File: src/rtl/ram_arbiter_if.sv
// Bus bundle between the two RAM requesters, the arbiter and the RAM pins.
// The slave side is the arbiter; the master side drives requests and returns ram_in.
interface ram_arbiter_if #(
  parameter int ADR_W  = 6,
  parameter int DATA_W = 16
);
  logic              req_a;
  logic              rw_a;
  logic [ADR_W-1:0]  adr_a;
  logic [DATA_W-1:0] wdata_a;
  logic              ack_a;
  logic [DATA_W-1:0] rdata_a;

  logic              req_b;
  logic              rw_b;
  logic [ADR_W-1:0]  adr_b;
  logic [DATA_W-1:0] wdata_b;
  logic              ack_b;
  logic [DATA_W-1:0] rdata_b;

  logic              ram_enable;
  logic              ram_rw;
  logic [ADR_W-1:0]  ram_adr;
  logic [DATA_W-1:0] ram_out;
  logic [DATA_W-1:0] ram_in;

  modport slave (
    input  req_a, rw_a, adr_a, wdata_a,
    input  req_b, rw_b, adr_b, wdata_b,
    input  ram_in,
    output ack_a, rdata_a, ack_b, rdata_b,
    output ram_enable, ram_rw, ram_adr, ram_out
  );

  modport master (
    output req_a, rw_a, adr_a, wdata_a,
    output req_b, rw_b, adr_b, wdata_b,
    output ram_in,
    input  ack_a, rdata_a, ack_b, rdata_b,
    input  ram_enable, ram_rw, ram_adr, ram_out
  );
endinterface

File: src/rtl/ram_arbiter.sv
// Two-port arbiter for the shared 64x16 RAM: boot loader (A) vs core (B).
// Optional macro RAM_ARB_ROUND_ROBIN_EN alternates simultaneous grants; default is A-priority.
module ram_arbiter #(
  parameter int ADR_W  = 6,
  parameter int DATA_W = 16
) (
  input  logic         clk,
  input  logic         rst,
  input  logic         ce,
  input  logic         boot,
  ram_arbiter_if.slave bus
);

  typedef enum logic [2:0] {IDLE, ISSUE_A, DONE_A, ISSUE_B, DONE_B} state_e;

  state_e            state_q, state_d;
  logic              grant_a, grant_b, pick_a;
  logic [ADR_W-1:0]  adr_q;
  logic              rw_q;
  logic [DATA_W-1:0] wdata_q;
  logic [DATA_W-1:0] rdata_a_q, rdata_b_q;

`ifdef RAM_ARB_ROUND_ROBIN_EN
  logic last_grant_b_q;  // 1 = port B was served last
`endif

  // Tie-break between simultaneous requests; boot always forces A.
  always_comb begin
`ifdef RAM_ARB_ROUND_ROBIN_EN
    pick_a = last_grant_b_q;
`else
    pick_a = 1'b1;
`endif
    grant_a = (state_q == IDLE) && bus.req_a && (boot || !bus.req_b || pick_a);
    grant_b = (state_q == IDLE) && bus.req_b && !boot && (!bus.req_a || !pick_a);
  end

  always_ff @(posedge clk) begin
    // NOTE: sequential state uses non-blocking assignments so every register
    // samples pre-edge values regardless of process ordering.
    if (rst) begin
      state_q <= IDLE;
    end else if (ce) begin
      state_q <= state_d;
    end
  end

  always_comb begin
    // NOTE: default first so no path through the case leaves state_d unassigned
    // (which would infer a latch).
    state_d = state_q;
    unique case (state_q)
      IDLE: begin
        if (grant_a)      state_d = ISSUE_A;
        else if (grant_b) state_d = ISSUE_B;
      end
      ISSUE_A: state_d = DONE_A;
      DONE_A:  state_d = IDLE;
      ISSUE_B: state_d = DONE_B;
      DONE_B:  state_d = IDLE;
      default: state_d = IDLE;
    endcase
  end

  // Access registers are captured at grant; read data is captured at the end of DONE.
  always_ff @(posedge clk) begin
    if (rst) begin
      adr_q     <= '0;
      rw_q      <= 1'b0;
      wdata_q   <= '0;
      rdata_a_q <= '0;
      rdata_b_q <= '0;
`ifdef RAM_ARB_ROUND_ROBIN_EN
      last_grant_b_q <= 1'b1;
`endif
    end else if (ce) begin
      if (grant_a) begin
        adr_q   <= bus.adr_a;
        rw_q    <= bus.rw_a;
        wdata_q <= bus.wdata_a;
      end else if (grant_b) begin
        adr_q   <= bus.adr_b;
        rw_q    <= bus.rw_b;
        wdata_q <= bus.wdata_b;
      end
      if (state_q == DONE_A && !rw_q) rdata_a_q <= bus.ram_in;
      if (state_q == DONE_B && !rw_q) rdata_b_q <= bus.ram_in;
`ifdef RAM_ARB_ROUND_ROBIN_EN
      if (state_q == DONE_A) last_grant_b_q <= 1'b0;
      if (state_q == DONE_B) last_grant_b_q <= 1'b1;
`endif
    end
  end

  logic issue;
  assign issue = (state_q == ISSUE_A) || (state_q == ISSUE_B);

  assign bus.ram_enable = issue;
  assign bus.ram_rw     = issue && rw_q;
  assign bus.ram_adr    = adr_q;
  assign bus.ram_out    = wdata_q;

  // The synchronous RAM presents data during DONE, so read data bypasses the hold register then.
  assign bus.ack_a   = (state_q == DONE_A);
  assign bus.ack_b   = (state_q == DONE_B);
  assign bus.rdata_a = (state_q == DONE_A && !rw_q) ? bus.ram_in : rdata_a_q;
  assign bus.rdata_b = (state_q == DONE_B && !rw_q) ? bus.ram_in : rdata_b_q;

endmodule

File: src/flat_wrapper.sv
// flat-port wrapper written by rule: the top's interface ports become plain ports
module ram_arbiter_flat 
#(
  parameter int ADR_W  = 6,
  parameter int DATA_W = 16
)
  (clk, rst, ce, boot, bus_req_a, bus_rw_a, bus_adr_a, bus_wdata_a, bus_req_b, bus_rw_b, bus_adr_b, bus_wdata_b, bus_ram_in, bus_ack_a, bus_rdata_a, bus_ack_b, bus_rdata_b, bus_ram_enable, bus_ram_rw, bus_ram_adr, bus_ram_out);
  ram_arbiter_if #(.ADR_W(ADR_W), .DATA_W(DATA_W)) bus_i ();
  input  logic clk;
  input  logic rst;
  input  logic ce;
  input  logic boot;
  input wire logic [$bits(bus_i.req_a)-1:0] bus_req_a;
  input wire logic [$bits(bus_i.rw_a)-1:0] bus_rw_a;
  input wire logic [$bits(bus_i.adr_a)-1:0] bus_adr_a;
  input wire logic [$bits(bus_i.wdata_a)-1:0] bus_wdata_a;
  input wire logic [$bits(bus_i.req_b)-1:0] bus_req_b;
  input wire logic [$bits(bus_i.rw_b)-1:0] bus_rw_b;
  input wire logic [$bits(bus_i.adr_b)-1:0] bus_adr_b;
  input wire logic [$bits(bus_i.wdata_b)-1:0] bus_wdata_b;
  input wire logic [$bits(bus_i.ram_in)-1:0] bus_ram_in;
  output wire logic [$bits(bus_i.ack_a)-1:0] bus_ack_a;
  output wire logic [$bits(bus_i.rdata_a)-1:0] bus_rdata_a;
  output wire logic [$bits(bus_i.ack_b)-1:0] bus_ack_b;
  output wire logic [$bits(bus_i.rdata_b)-1:0] bus_rdata_b;
  output wire logic [$bits(bus_i.ram_enable)-1:0] bus_ram_enable;
  output wire logic [$bits(bus_i.ram_rw)-1:0] bus_ram_rw;
  output wire logic [$bits(bus_i.ram_adr)-1:0] bus_ram_adr;
  output wire logic [$bits(bus_i.ram_out)-1:0] bus_ram_out;
  assign bus_i.req_a = bus_req_a;
  assign bus_i.rw_a = bus_rw_a;
  assign bus_i.adr_a = bus_adr_a;
  assign bus_i.wdata_a = bus_wdata_a;
  assign bus_i.req_b = bus_req_b;
  assign bus_i.rw_b = bus_rw_b;
  assign bus_i.adr_b = bus_adr_b;
  assign bus_i.wdata_b = bus_wdata_b;
  assign bus_i.ram_in = bus_ram_in;
  assign bus_ack_a = bus_i.ack_a;
  assign bus_rdata_a = bus_i.rdata_a;
  assign bus_ack_b = bus_i.ack_b;
  assign bus_rdata_b = bus_i.rdata_b;
  assign bus_ram_enable = bus_i.ram_enable;
  assign bus_ram_rw = bus_i.ram_rw;
  assign bus_ram_adr = bus_i.ram_adr;
  assign bus_ram_out = bus_i.ram_out;
  ram_arbiter #(.ADR_W(ADR_W), .DATA_W(DATA_W)) u_core (.clk(clk), .rst(rst), .ce(ce), .boot(boot), .bus(bus_i));
endmodule
File: config.mk
export PLATFORM = sky130hd
export DESIGN_NAME = ram_arbiter_flat
export DESIGN_NICKNAME = d
export VERILOG_FILES = /design/src/rtl/ram_arbiter_if.sv /design/src/rtl/ram_arbiter.sv /design/src/flat_wrapper.sv
export SDC_FILE = /design/constraint.sdc
export NUM_CORES = 1
export LEC_CHECK = 0
export CAP_MARGIN = 20
export CORE_UTILIZATION = 44
export CTS_CLUSTER_SIZE = 25
export DETAILED_ROUTE_END_ITERATION = 8
export PLACE_DENSITY = 0.85
export SYNTH_ARGS = -nofsm -noshare
export SYNTH_HDL_FRONTEND = slang
export SYNTH_SLANG_ARGS = --single-unit
File: constraint.sdc
create_clock -name clk -period 2.09 [get_ports clk]
set_input_delay 0.3135 -clock clk [delete_from_list [all_inputs] [get_ports clk]]
set_output_delay 0.3135 -clock clk [all_outputs]
set_load 0.01 [all_outputs]
Word level (Yosys, flattened, before mapping)
Cells that the tools add are included.
{"block": "word_totals", "ff_bits": 58, "inputBits": 68, "output_inout_bits": 58}
{"block": "classes", "eq_ne": 5, "n_mux": 11, "n_reduce_logical": 15}
{"operator": "$mux W16", "n": 4}
{"operator": "$mux W6", "n": 2}
{"operator": "$pmux W3 S3", "n": 1}
{"operator": "$logic_and A1 B1 Y1", "n": 7}
{"operator": "$eq A3 B2 Y1 const B", "n": 2}
{"operator": "$mux W3", "n": 2}
{"operator": "$reduce_and A2 Y1", "n": 2}
{"operator": "$eq A3 B1 Y1 const B", "n": 1}
{"operator": "$eq A3 B3 Y1 const B", "n": 1}
{"operator": "$logic_not A1 Y1", "n": 3}
{"operator": "$logic_not A3 Y1", "n": 1}
{"operator": "$ne A3 B1 Y1 const B", "n": 1}
{"operator": "$mux W1", "n": 2}
{"operator": "$reduce_bool A2 Y1", "n": 1}
{"operator": "$logic_or A1 B1 Y1", "n": 1}

Depth between registers and ports, before layout
Gate-level depths: netlist of run 1.
{"block": "depth", "ltp_word": 7, "ltp_mapped": 5}

Least setup slack after synthesis of run 1
Ideal clock, no wire load.
{"block": "synth_path", "path_kind": "reg2out", "from": "register u_core.state_q[0]", "to": "output port bus_rdata_b[7]", "arrival_time_ns": 1.502, "t_required_ns": 1.776, "path_slack_ns": 0.275, "stages_incl_launch_ff": 5, "cell_sequence": "dfxtp_1 -> buf_6 -> nor4b_4 -> buf_6 -> mux2_1"}
{"block": "synth_between", "elab_chain_cells": 3}
{"item": "start: declaration", "line_no": "ram_arbiter.sv:16", "source": "state_e state_q, state_d;"}
{"item": "start signal: assignment", "line_no": "ram_arbiter.sv:44", "source": "state_q <= state_d;"}
{"item": "$eq A3 B3 Y1", "line_no": "ram_arbiter.sv:107", "source": "assign bus.rdata_b = (state_q == DONE_B && !rw_q) ? bus.ram_in : rdata_b_q;"}
{"item": "$logic_and A1 B1 Y1", "line_no": "ram_arbiter.sv:107"}
{"item": "$mux W16"}
{"item": "end: declaration", "line_no": "flat_wrapper.sv:25", "source": "output wire logic [$bits(bus_i.rdata_b)-1:0] bus_rdata_b;"}
Every way passes these cells.

Worst setup path after layout of run 1
{"block": "layout_path", "from": "register u_core.state_q[0]", "to": "output port bus_rdata_b[9]"}
The elaborated chain is that of the path after synthesis.

==> metrics, run 1 <==
status=finished, violations left; fmax=0.473 GHz; CTS Buffer Depth=2; initial DRC count=93; Via-to-Cell Ratio=4.89; Setup crit start=u_core.state_q[0]$_SDFFE_PP0P_; fraction of layout cells with a size suffix above 1=31.8%; CP top delay family=buffers and inverters; Post-DRT Antenna Nets=0; worst flop-to-flop path startpoint=u_core.state_q[0]$_SDFFE_PP0P_; post-synthesis simple-gate area fraction=21.1%; most frequent cells in the layout=clkdlybuf4s50_1 (91), mux2i_1 (55), dfxtp_1 (54); DR WL/cell=14.5 microns; pwr dens=566 nW/um^2; Avg Inst Size Synth=10.3 sq um; final hold vios=0; global placer's final weighted congestion=0.746; largest net degree at the start of global routing=37; design area=5010 sq um; most frequent CP cell=buf_6; CP required=1.78 ns; Nets=525; combinational family with the most area after synthesis=multiplexers; #FFs+latches synth=58; CTS Root Cell=clkbuf_8; Ys Warns=0; Layout Cells excl Fill=558; vias in the first global route=2748; H-tree Lvls=3; row cnt=30; Worst Path Max Fanout=4; initial core utilization=46.2%; # fillers=527; leading cell type in the layout, fill and taps excluded=clkdlybuf4s50_1; NetSw=696 uW; startpoint types=flip-flop; RSZ-0062 raised after global routing=yes; max-cap violations=0; fin crit period=2.12 ns; worst slew pin tran=0.635 ns; via count=2731; Top Ports=126; total CTS buffers=9; Worst Path Arrival=1.80 ns; Port Buffer Count=125; gr usage total=22.0%; fin crit share=101%; Flop pwr share=41.5%; clock sink count=58; setup TNS=-0.197 ns; violated checks=negative setup slack; IR Drop Worst-Case VDD=0.000479 V; clk slew on worst S/H paths=0.07 ns; area fraction in compound gates after synthesis=1.45%; overall routed net length=8080 microns; mux contribution to synthesized area=36.7%; Post-DP Area=4600 sq um; Die Span X=87.1 microns; Worst Setup End Kind=output port; first-pass GRT wire length=12900 microns; cts hold-fix bufs=0; Yosys cell types=29; critical-path cell list=nor4b_4 -> buf_6 -> buf_4 -> mux2_2 -> buf_6; max-slew violation count=0; Leakage=2.21 nW; Switching Fraction=24.5%; slowest CP cell=nor4b_4; sequential fraction of the synthesis area=36.4%; Adder-Cell Fraction of Synth Area=0%; P&R area growth vs syn=57.2%; Synth Area in XOR/XNOR=0%; CP Class=flip-flop to output port; Comb pwr share=21.5%; CORE AREA=6910 sq um; Worst-Skew Late Latency=0.33 ns; drt pass-1 iters=4; Cell Area, Synth=3190 sq um; syn nets=379; Final WS setup=-0.0260 ns; total congestion overflow=0; Hold/Removal Path Class=flip-flop to flip-flop; Slew HR=57.7%; Post-Syn Instances=311; initial antenna violation count=0; HP Start=u_core.rdata_a_q[2]$_SDFFE_PP0P_; CTS tree=done; DP HPWL=5790 microns; slowest cell delay on critical path=0.40 ns; Inst Count DP=526; Clk network pwr share=37.0%; DRC errors left=0; WP buf/inv=3; antenna cells=0; Die ar.=7590 sq um; final setup fails=12; Internal Power=2.14 mW; Worst Skew=0.00935 ns; die span in y=87.1 microns
[power groups by stage]
| stage | Combinational, mW | Clock [mW] | Sequential (mW) |
|---|---|---|---|
| 2_1_floorplan | 0.259 | 0 | 1.21 |
| 4_1_cts | 0.612 | 1.07 | 1.18 |
| 6_report | 0.609 | 1.05 | 1.18 |
| 3_3_place_gp | 0.571 | 0 | 1.20 |
| 3_5_place_dp | 0.585 | 0 | 1.20 |
| 5_1_grt | 0.652 | 1.12 | 1.18 |
[flip-flops by register name, summed over array words and instances (netlist names)]
| name | count |
|---|---|
| u_core.rdata_a_q | 16 |
| u_core.state_q | 3 |
| u_core.rdata_b_q | 16 |
| u_core.bus.ram_adr | 6 |
| u_core.bus.ram_out | 16 |
| u_core.rw_q | 1 |
[synthesized netlist by cell type (all sizes together)]
cell type  instances  area share [%]
nand2b            51              10
dfxtp             58              36
and3               1            0.20
nor3               5             1.3
a221oi             1            0.27
nor4b              1            0.75
mux2i             55              17
nand3              1            0.16
and2               2            0.47
o211ai             1            0.24
nor2              23             2.7
or3                2            0.39
buf               13             3.0
mux2              55              19
clkbuf            10             1.2
nor2b             25             4.9
o32ai              1            0.27
nand2              1            0.20
o21ai              1            0.16
a2111o             1            0.35
a21oi              1            0.16
inv                2            0.24
[timing repair]
| item | 4_1_cts | 5_1_grt |
|---|---|---|
| pin swaps | 2 | 1 |
| setup buffers | 14 | 0 |
| cloned | 2 | 0 |
| endpoints found under the setup margin | 33 | 32 |
| resized for setup | 179 | 2 |
[routing by layer]
layer	wire, microns	GRT usage, %	part of all wire, %
met5	0	0	0
met4	144	8.79	1.8
met3	559	5.21	6.9
met2	4000	39.5	50
met1	3370	25.2	42
[through the flow]
stage / hold slack [ns] / total power, mW / worst slack [ns] / utilization, %
CTS: 0.476 / 2.86 / -0.00781 / 72.6
detailed placement: 0.465 / 1.78 / 0.0311 / 66.6
global placement: 0.456 / 1.77 / 0.0675 / 66.6
floorplan: 0.445 / 1.47 / 0.275 / -
global route: 0.490 / 2.95 / -0.0917 / 72.6
finish: 0.473 / 2.84 / -0.0260 / 72.6
[cell type report]
class                      count  area (sq um)  share of cell area, %
clock inverter                 5          52.6                   1.05
tap                           96           120                   2.40
sequential                    58          1170                   23.3
multi-input combinational    228          1970                   39.2
clock buffer                  11           151                   3.02
inverter                       2          7.51                  0.150
timing repair buffer         158          1550                   30.9
[path summary, 6_finish.rpt]
path                                       endpoint  slack, ns  depth (start not counted)
hold / removal     u_core.rdata_a_q[2]$_SDFFE_PP0P_       0.47                          2
setup reg to reg  u_core.rdata_b_q[13]$_SDFFE_PP0P_       0.39                          6
setup / recovery                     bus_rdata_b[9]      -0.03                          5
hold reg to reg    u_core.rdata_a_q[2]$_SDFFE_PP0P_       0.47                          2
[kinds of logic (layout without fill, tap and decap cells)]
logic type             Yosys count  after routing
AOI/OAI and AO/OA                6              6
buffers and inverters           25            176
DFF                             58             58
muxes                          110            110
and+or+nand+nor                112            112
[tightest hold or removal path, delay by kind of cell, from the launching register on]
| family | cells | cell delay [ns] |
|---|---|---|
| simple gates | 1 | 0.06 |
| mux | 1 | 0.05 |
| flops | 1 | 0.31 |
No activity file was read; power rests on OpenSTA's default activity.
==> inputs of run 2 (changes only) <==
- clock period: 2.09 -> 2.3 ns (I/O delays scaled with it)
==> run 2 against run 1 <==
The flow now finishes without violations. Worst hold slack gained 0.0023 ns. Final area shrank 4.9%. Sequential power shrank 9%. Cell count shrank 2.5%. Largest cell class unchanged. Clock-buffer cell count shrank 1. Via count shrank 3.7%.
==> metrics, run 2 (synthesis results as in run 1) <==
status=finished, final reports clean (was finished, violations left); clk slew on worst S/H paths=0.07 ns (about the same); initial core utilization=46.2% (unchanged); FF+latch area=1170 sq um (about the same); clock sink count=58 (unchanged); Hold Path End=u_core.rdata_a_q[1]$_SDFFE_PP0P_ (was u_core.rdata_a_q[2]$_SDFFE_PP0P_); global placer's final weighted congestion=0.707 (was 0.746); Post-DRT Antenna Nets=0 (unchanged); Via-to-Cell Ratio=4.83 (was 4.89); Hold/Removal Path Class=flip-flop to flip-flop (unchanged); worst flop-to-flop path startpoint=u_core.state_q[2]$_SDFFE_PP0P_ (was u_core.state_q[0]$_SDFFE_PP0P_); Nets=511 (was 525); startpoint types=flip-flop (unchanged); drt pass-1 iters=4 (unchanged); CTS tree=done (unchanged); Reg2Reg Setup Slack=0.67 ns (was 0.39 ns); initial antenna violation count=0 (unchanged); fraction of layout cells with a size suffix above 1=24.8% (was 31.8%); final hold vios=0 (unchanged); RSZ-0062 raised after global routing=no (was yes); fmax=0.452 GHz; worst slack at placement=0.176 ns (was 0.0311 ns); Tot Pwr=2.61 mW (was 2.84 mW); largest net degree at the start of global routing=67 (was 37); CP Class=flip-flop to output port (unchanged); total congestion overflow=0 (unchanged); via count=2630 (was 2731); initial DRC count=70 (was 93); CTS Buffer Depth=2 (unchanged); P&R area growth vs syn=49.4% (was 57.2%); Fin Hold WS=0.475 ns (was 0.473 ns); Die ar.=7590 sq um (unchanged); fin crit share=96.2%; HP Start=u_core.rdata_a_q[1]$_SDFFE_PP0P_ (was u_core.rdata_a_q[2]$_SDFFE_PP0P_); max-slew violation count=0 (unchanged); hold path depth=2 (unchanged); pwr dens=547 nW/um^2 (was 566 nW/um^2); first-pass GRT wire length=12000 microns (was 12900 microns); path depth of the worst reg2reg path=4 (was 6); # fillers=549 (was 527); antenna cells=0 (unchanged); Leakage=2.12 nW (was 2.21 nW); final setup fails=0 (was 12); CP required=1.96 ns (was 1.78 ns); setup TNS=0 ns (was -0.197 ns); leading cell type in the layout, fill and taps excluded=clkdlybuf4s50_1 (unchanged); Worst Path Arrival=1.87 ns (was 1.80 ns); max-cap violations=0 (unchanged); most frequent cells in the layout=clkdlybuf4s50_1 (92), mux2i_1 (55), dfxtp_1 (54) (was clkdlybuf4s50_1 (91), mux2i_1 (55), dfxtp_1 (54)); die span in y=87.1 microns (unchanged); fin crit period=2.21 ns; multi-input logic area=1900 sq um (was 1970 sq um); CORE AREA=6910 sq um (unchanged); Worst-Skew Late Latency=0.33 ns (about the same); Final WS setup=0.0867 ns (was -0.0260 ns); Die Span X=87.1 microns (unchanged); CTS Root Cell=clkbuf_8 (unchanged); DR WL/cell=13.5 microns (was 14.5 microns); IR Drop Worst-Case VDD=0.000299 V (was 0.000479 V); Slew HR=30.0% (was 57.7%); Layout Utilization=69.0% (was 72.6%); gr usage total=20.4% (was 22.0%); Port Buffer Count=125 (unchanged); vias in the first global route=2734 (was 2748); H-tree Lvls=3 (unchanged); overall routed net length=7330 microns (was 8080 microns); DRC errors left=0 (unchanged); worst slew pin tran=1.05 ns (was 0.635 ns); row cnt=30 (unchanged); Worst Skew=0.00588 ns (was 0.00935 ns); total CTS buffers=9 (unchanged); RR Endpoint=u_core.rdata_a_q[10]$_SDFFE_PP0P_ (was u_core.rdata_b_q[13]$_SDFFE_PP0P_); Worst Setup End Kind=output port (unchanged); DP HPWL=5390 microns (was 5790 microns); Worst Path Max Fanout=18 (was 4); Top Ports=126 (unchanged)
run 2: cell types whose count changed in the layout (fill, tap and decap cells not counted), moves of 3 or more:
cell,before,now
mux2_2,36,53
clkbuf_2,0,12
clkdlybuf4s15_1,0,3
mux2_4,18,0
dlygate4sd2_1,0,17
buf_4,23,13
buf_2,13,1
buf_6,25,3
run 2: layout make-up:
cell class                 instances  area share, %
tap                               96           2.52
clock inverter                     6           1.68
sequential                        58           24.5
inverter                           2          0.158
multi-input combinational        228           39.8
clock buffer                      10           2.89
timing repair buffer             144           28.5
run 2: how the worst max path moves through the flow:
stage,from,endpoint,slack [ns]
2_1_floorplan,u_core.state_q[0]$_SDFFE_PP0P_,bus_rdata_b[7],0.45
3_3_place_gp,u_core.rw_q$_SDFFE_PP0P_,bus_rdata_a[15],0.20
3_5_place_dp,u_core.rw_q$_SDFFE_PP0P_,bus_rdata_a[15],0.18
4_1_cts,u_core.rw_q$_SDFFE_PP0P_,bus_rdata_a[3],0.0007
5_1_grt,u_core.rw_q$_SDFFE_PP0P_,bus_rdata_a[11],0.004
6_report,u_core.state_q[0]$_SDFFE_PP0P_,bus_rdata_b[1],0.09
run 2: stage by stage:
| step | instances | instance area, sq um |
|---|---|---|
| floorplan | 311 | 3190 |
| global placement | 523 | 4550 |
| detailed placement | 523 | 4550 |
| CTS | 543 | 4780 |
| global route | 544 | 4770 |
| finish | 544 | 4770 |
run 2: where the power goes:
part	total, mW	switching [mW]	leakage [nW]	internal, mW
logic	0.512	0.193	1.53	0.319
registers	1.07	0.0240	0.473	1.05
clock network	1.03	0.396	0.116	0.631
total	2.61	0.613	2.12	2.00
run 2: timing repair:
item,4_1_cts,5_1_grt
cloned,1,0
setup endpoints to repair,32,9
hold buffers,0,0
gates resized for setup,40,29
buffers inserted,3,1
pin swaps,0,1
run 2: critical path, cell delays in order (launching register included):
cell and delay, ns:
dfxtp_2 0.36, nor4b_4 0.33, buf_12 0.21, mux2_2 0.35
dlygate4sd2_1 0.30
run 2: routing by layer:
layer  wire (microns)  up-vias  part of all wire (%)  global-route usage [%]
met1             3160     1211                    43                    22.8
met4               48        0                  0.65                    5.81
met2             3590       92                    49                    36.0
met3              539        4                   7.4                    7.68
li1                 -     1323                     -                       -
met5                0        -                     0                       0
